==> src/rtl/binary_down_counter_reload.sv <==
// Cascadable down counter with parallel load, borrow-out and optional auto-reload.
// Serves as a programmable interval timer with a saturating expiry-event count.
module binary_down_counter_reload #(
    parameter int unsigned W     = 4,
    parameter int unsigned EXP_W = 8
) (
    input  logic             clk,
    input  logic             clear_b,
    input  logic [W-1:0]     data_in,
    input  logic             load,
    input  logic             count,
    input  logic             auto_reload,
    output logic [W-1:0]     A_count,
    output logic             b_out,
    output logic             done,
    output logic             busy,
    output logic [EXP_W-1:0] exp_cnt
);

    typedef enum logic [1:0] {
        IDLE = 2'd0,
        RUN  = 2'd1,
        DONE = 2'd2
    } state_t;

    state_t           r_state;
    logic [W-1:0]     r_count;
    logic [W-1:0]     r_reload;
    logic             r_done;
    logic             r_busy;
    logic [EXP_W-1:0] r_exp;
    logic             w_expire;

    // Expiry replaces the wrap to all-ones; load always wins over count.
    assign w_expire = (r_state == RUN) && count && !load && (r_count == '0);

    always_ff @(posedge clk) begin
        if (!clear_b) begin
            r_state  <= IDLE;
            r_count  <= '0;
            r_reload <= '0;
            r_done   <= 1'b0;
            r_busy   <= 1'b0;
            r_exp    <= '0;
        end else begin
            r_done <= w_expire;
            if (w_expire && (r_exp != '1)) begin
                r_exp <= r_exp + 1'b1;
            end
            if (load) begin
                r_count  <= data_in;
                r_reload <= data_in;
                r_state  <= RUN;
                r_busy   <= 1'b1;
            end else if ((r_state == RUN) && count) begin
                if (r_count == '0) begin
                    if (auto_reload) begin
                        r_count <= r_reload;
                    end else begin
                        r_state <= DONE;
                        r_busy  <= 1'b0;
                    end
                end else begin
                    r_count <= r_count - 1'b1;
                end
            end
        end
    end

    assign A_count = r_count;
    assign b_out   = w_expire;
    assign done    = r_done;
    assign busy    = r_busy;
    assign exp_cnt = r_exp;

endmodule

==> config.mk <==
export PLATFORM = sky130hd
export DESIGN_NAME = binary_down_counter_reload
export DESIGN_NICKNAME = d
export VERILOG_FILES = /design/src/rtl/binary_down_counter_reload.sv
export SDC_FILE = /design/constraint.sdc
export NUM_CORES = 1
export LEC_CHECK = 0
export BUFFER_PORTS_ARGS = -buffer_cell sky130_fd_sc_hd__buf_2
export CAP_MARGIN = 10
export CORE_MARGIN = 2
export CORE_UTILIZATION = 50
export DETAILED_ROUTE_END_ITERATION = 6
export HOLD_SLACK_MARGIN = 0.08
export PLACE_DENSITY_LB_ADDON = 0.08
export SYNTH_ARGS = -nofsm -noshare
export SYNTH_HDL_FRONTEND = slang
export SYNTH_SLANG_ARGS = --single-unit
==> constraint.sdc <==
create_clock -name clk -period 2.84 [get_ports clk]
set_input_delay 0.284 -clock clk [delete_from_list [all_inputs] [get_ports clk]]
set_output_delay 0.284 -clock clk [all_outputs]
set_load 0.01 [all_outputs]
-- Yosys cells after proc, flatten, opt, wreduce, memory -nomap -nowiden
Index checks and enable logic that the tools add are counted.
- add/subtract/negate cells: 2
- equal/unequal tests: 4
- muxes and demuxes: 12
- bitwise operators: 2
- reductions and logical operators: 12
- operator list (operator ; number):
    4-bit 2-to-1 mux ; 4
    8-bit by 1-bit adder with 8-bit output, second input constant ; 1
    1-bit 2-to-1 mux ; 8
    8-bit inequality test, second input constant ; 1
    3-bit AND reduction ; 2
    1-bit logical AND ; 4
    4-bit logical NOT ; 1
    2-bit nonzero test ; 2
    4-bit by 1-bit subtractor with 4-bit output, second input constant ; 1
    3-bit inequality test, second input constant ; 1
    2-bit by 1-bit equality test with 1-bit output, second input constant ; 1
    2-bit inequality test, second input constant ; 1
    1-bit NOT ; 2
    2-bit AND reduction ; 1
    2-bit OR reduction ; 1
    1-bit logical NOT ; 1
- flip-flop bits (word level): 20
- output and inout bits: 15
- word-level logic and storage cells: 39

-- Depth between registers and ports, before layout
- word-level depth: 5
- depth in mapped cells: 8
- gate-level depth less buffers: 7

-- Least setup slack after synthesis
OpenSTA, ideal clock, no wires.
- kind: register -> register
- from: register r_count[0], in the netlist A_count[0]
- to: register r_exp[4], in the netlist exp_cnt[4]
- data arrival time: 1.987 ns
- required time: 2.769 ns
- slack: 0.783 ns
- stages on the path, launching flop included: 8
- clock period less this slack: 2.057 ns
- cell sequence: dfxtp_1 -> inv_1 -> ha_1 -> or3b_1 -> or2_1 -> clkbuf_2 -> or4_1 -> a21oi_1
- word-level cells in the longest chain between the ends: 3
- RTL lines (what ; line ; text):
    from (decl) ; 27 ; logic [W-1:0] r_count;
    from (signal assigned) ; 51 ; r_count <= data_in;
    from (signal assigned) ; 58 ; r_count <= r_reload;
    from (signal assigned) ; 64 ; r_count <= r_count - 1'b1;
    4-bit logical NOT ; 35 ; assign w_expire = (r_state == RUN) && count && !load && (r_count == '0);
    1-bit logical AND ; 35 ;
    1-bit logical AND ; 47 ; if (w_expire && (r_exp != '1)) begin
    to (signal assigned) ; 48 ; r_exp <= r_exp + 1'b1;
    to (decl) ; 31 ; logic [EXP_W-1:0] r_exp;
Every way passes these cells.
A chain may end at the register's enable or synchronous reset.

-- Worst setup path after layout
- from: register r_count[0], in the netlist A_count[0]
- to: output b_out
- word-level cells in the longest chain between the ends: 2
- RTL lines (what ; line ; text):
    4-bit logical NOT ; 35 ;
    1-bit logical AND ; 35 ;
    to (decl) ; 14 ; output logic b_out,
Every way passes these cells.

==> flow_summary.ini <==
[routing]
drc_errors = 0
drtPass1Iterations = 4
route.vias.total = 895
wl_per_cell_um = 12.6
drt-initial-drc-count = 30
via_per_inst = 5.59
antenna_left = 0
drt-total-wl_um = 2020

[sta]
fin_crit_sh = 0.805
rsz0062_at_grt = no
min_period_ns = 2.29
maxSlewHeadroom = 0.461
clock.fmax_mhz = 437
tns_ns = 0
finalSetupViolations = 0
worst_pin_slew_ns = 0.802
slew_violations = 0
hold_viol_final = 0
fin_worst_skew_ns = 0.00666

[setup_path]
crit_top_cell = inv_1
reg2reg_depth = 6
endpoint = b_out
cp.required_ns = 2.56
path_depth = 6
startpoint = A_count[0]$_SDFFE_PN0P_
endpoint_kind = output port
crit_slowest_cell = or3b_1
crit_path_max_incr_delay_ns = 0.41
reg2reg_to = exp_cnt[4]$_SDFFE_PN0P_
rrSetupSlack_ns = 0.67
path_cells = inv_1 > ha_1 > or3b_1 > or2_1 > inv_1 > buf_2
path_max_fanout = 7
crit_buf_inv = 3
crit_family = simple AND/OR/NAND/NOR gates
reg2reg_from = A_count[0]$_SDFFE_PN0P_
crit_arrival_ns = 2.00
cp-start-kind = flip-flop
critical_path_class = flip-flop to output port

[die]
die_w_um = 47.1
coreArea_mm2 = 0.00175
pin_count = 24
row_count = 15
die_area_mm2 = 0.00222
die_y_um = 47.1
start_util = 0.533

[yosys]
synth.top_cell.area_share = 0.409
synthAdderAreaFrac = 0.0269
yosys_warnings = 0
seq_area_frac_synth = 0.409
ys_top_cells_by_area = dfxtp_1 (41%), mux2i_1 (6.5%), nand2_1 (5.7%), nor2_1 (3.6%), a31oi_1 (3.4%)
syn_nets = 124
ys.flop_type = dfxtp_1
ys_async_sr_fraction = 0
synth_edf_count = 0
synth_mux_area_frac = 0.0646
ys_ff_latch = 19
synth_compound_area_frac = 0.182
synth.avg_cell_area_um2 = 8.23
yosysTopAreaCell = dfxtp_1
synthSimpleGateAreaFrac = 0.276
ys_types = 32
synth_xor_area_frac = 0
synth_top_family_by_area = simple AND/OR/NAND/NOR gates
synthCells = 113
syn_area_um2 = 930

[cts]
clk_pin_slew_ns = 0.12
cts_tree = yes
cts_buffers = 3
htree_levels = 1
clock-root-buffer = clkbuf_4
worst_skew_pair.late_latency_ns = 0.30
postCtsResizedCells = 0
holdBufCountCts = 0
cts_sinks = 19
cts.path.max_buffers = 2
post-cts-setup-buffers = 0

[pwr]
fin_total_pwr_mw = 0.510
p_leak_nw = 0.466
p_per_area_mw_per_mm2 = 472
ir_drop_mv = 0.247

[layout]
num-fill-cells = 181
fin_cells = 160
design_area_mm2 = 0.00108
antenna_cells = 0
multiInputGateArea_um2 = 510
area.sequential_um2 = 380
area_delta_synth_final_pct = 16.4
drive_above_1_share = 0.193
num-nets-final = 147

[global_routing]
antenna_found_initial = 0
grt_max_degree = 14
grt_pass1_vias = 733
grt_pass1_wl_um = 3180
grt_remaining_overflow = 0
grt_use_total = 0.203

[hold_path]
hold_path_class = primary input to flip-flop

[run_status]
status = completed

[placed_design]
place_hpwl_um = 1460
port_buffers = 23
routabilityCongestion = 0.838
dp.cells = 156
dpl_cell_area_mm2 = 0.00106

[job]
drv_cap = 0
## worst min path at each step
stage / from / endpoint / slack [ns] / cells after the start
2_1_floorplan: data_in[1] / r_reload[1]$_SDFFE_PN0P_ / 0.43 / 2
3_3_place_gp: r_reload[3]$_SDFFE_PN0P_ / r_reload[3]$_SDFFE_PN0P_ / 0.46 / 2
3_5_place_dp: r_reload[3]$_SDFFE_PN0P_ / r_reload[3]$_SDFFE_PN0P_ / 0.46 / 2
4_1_cts: data_in[1] / r_reload[1]$_SDFFE_PN0P_ / 0.23 / 3
5_1_grt: data_in[3] / r_reload[3]$_SDFFE_PN0P_ / 0.24 / 3
6_report: data_in[1] / r_reload[1]$_SDFFE_PN0P_ / 0.23 / 3
## Yosys cell counts, drive strengths merged, types with 2 or more instances
| cell | number |
|---|---|
| nand2 | 14 |
| a31oi | 5 |
| nor2 | 9 |
| o211ai | 2 |
| and3 | 2 |
| nor3 | 5 |
| nand3b | 2 |
| nand2b | 2 |
| mux2i | 6 |
| o21ai | 6 |
| a211oi | 2 |
| clkbuf | 5 |
| dfxtp | 19 |
| inv | 5 |
| nor4b | 2 |
| a21oi | 6 |
| nand3 | 5 |
| o31ai | 2 |
| ha | 2 |
## layout make-up
type	count	share of cell area
flip-flops and latches	19	0.351
well taps	25	0.0289
multi-input cells	84	0.472
repair buffers	23	0.106
clock buffers	4	0.0243
inverters	5	0.0173
## worst reg2reg max path, delay by kind of cell (launching register included)
kind	cells	cell delay, ns
DFF	1	0.36
adders and majority gates	1	0.25
AOI/OAI and AO/OA	1	0.14
buffers and inverters	1	0.08
and+or+nand+nor	3	1.27
## placed cells by master (no fill, tap or decap), drive strengths merged
| cell type | synthesis | routed |
|---|---|---|
| buf | 0 | 23 |
| dfxtp | 19 | 19 |
| nand2 | 14 | 14 |
| nor2 | 9 | 9 |
| mux2i | 6 | 6 |
| o21ai | 6 | 6 |
| a21oi | 6 | 6 |
| inv | 5 | 5 |
| nand3 | 5 | 5 |
| nor3 | 5 | 5 |
| a31oi | 5 | 5 |
| clkbuf | 5 | 4 |
| and3 | 2 | 2 |
| nor4b | 2 | 2 |
| o31ai | 2 | 2 |
| nand3b | 2 | 2 |
| a211oi | 2 | 2 |
| nand2b | 2 | 2 |
| o211ai | 2 | 2 |
| ha | 2 | 2 |
| or3b | 1 | 1 |
| nand4bb | 1 | 1 |
| or2 | 1 | 1 |
| nor2b | 1 | 1 |
| and4 | 1 | 1 |
| nor3b | 1 | 1 |
| a41oi | 1 | 1 |
| or4 | 1 | 1 |
| a311oi | 1 | 1 |
| o32ai | 1 | 1 |
| o22ai | 1 | 1 |
| or3 | 1 | 1 |
## power by group
group | total, mW | switching (mW) | internal [mW]
Clock | 0.142 | 0.0872 | 0.0547
Combinational | 0.0788 | 0.0446 | 0.0342
Sequential | 0.290 | 0.0125 | 0.277
## metal layers
layer / GRT usage / share of wire / vias up
met1: 0.276 / 0.51 / 413
met2: 0.318 / 0.44 / 19
met3: 0.0500 / 0.042 / 2
met5: 0 / 0 / -
li1: - / - / 461
met4: 0.0667 / 0.0069 / 0
## flip-flops by register name, summed over array words and instances (netlist names)
register and flops:
exp_cnt 8, done 1, A_count 4, r_state 2, r_reload 4
## logic make-up after synthesis
kind of cell | Yosys count
adder cells (fa/ha/maj) | 2
buffers and inverters | 10
multiplexers | 6
AND/OR/NAND/NOR | 49
flip-flops | 19
AO/OA/AOI/OAI | 27
## through the flow
stage	utilization	setup WS [ns]	hold slack, ns
after CTS	0.620	0.566	0.227
after global placement	0.605	0.811	0.459
after detailed placement	0.605	0.719	0.459
final	0.620	0.553	0.229
after global routing	0.620	0.470	0.240
after floorplan	-	0.783	0.431
Power figures use the tool's default switching activity.
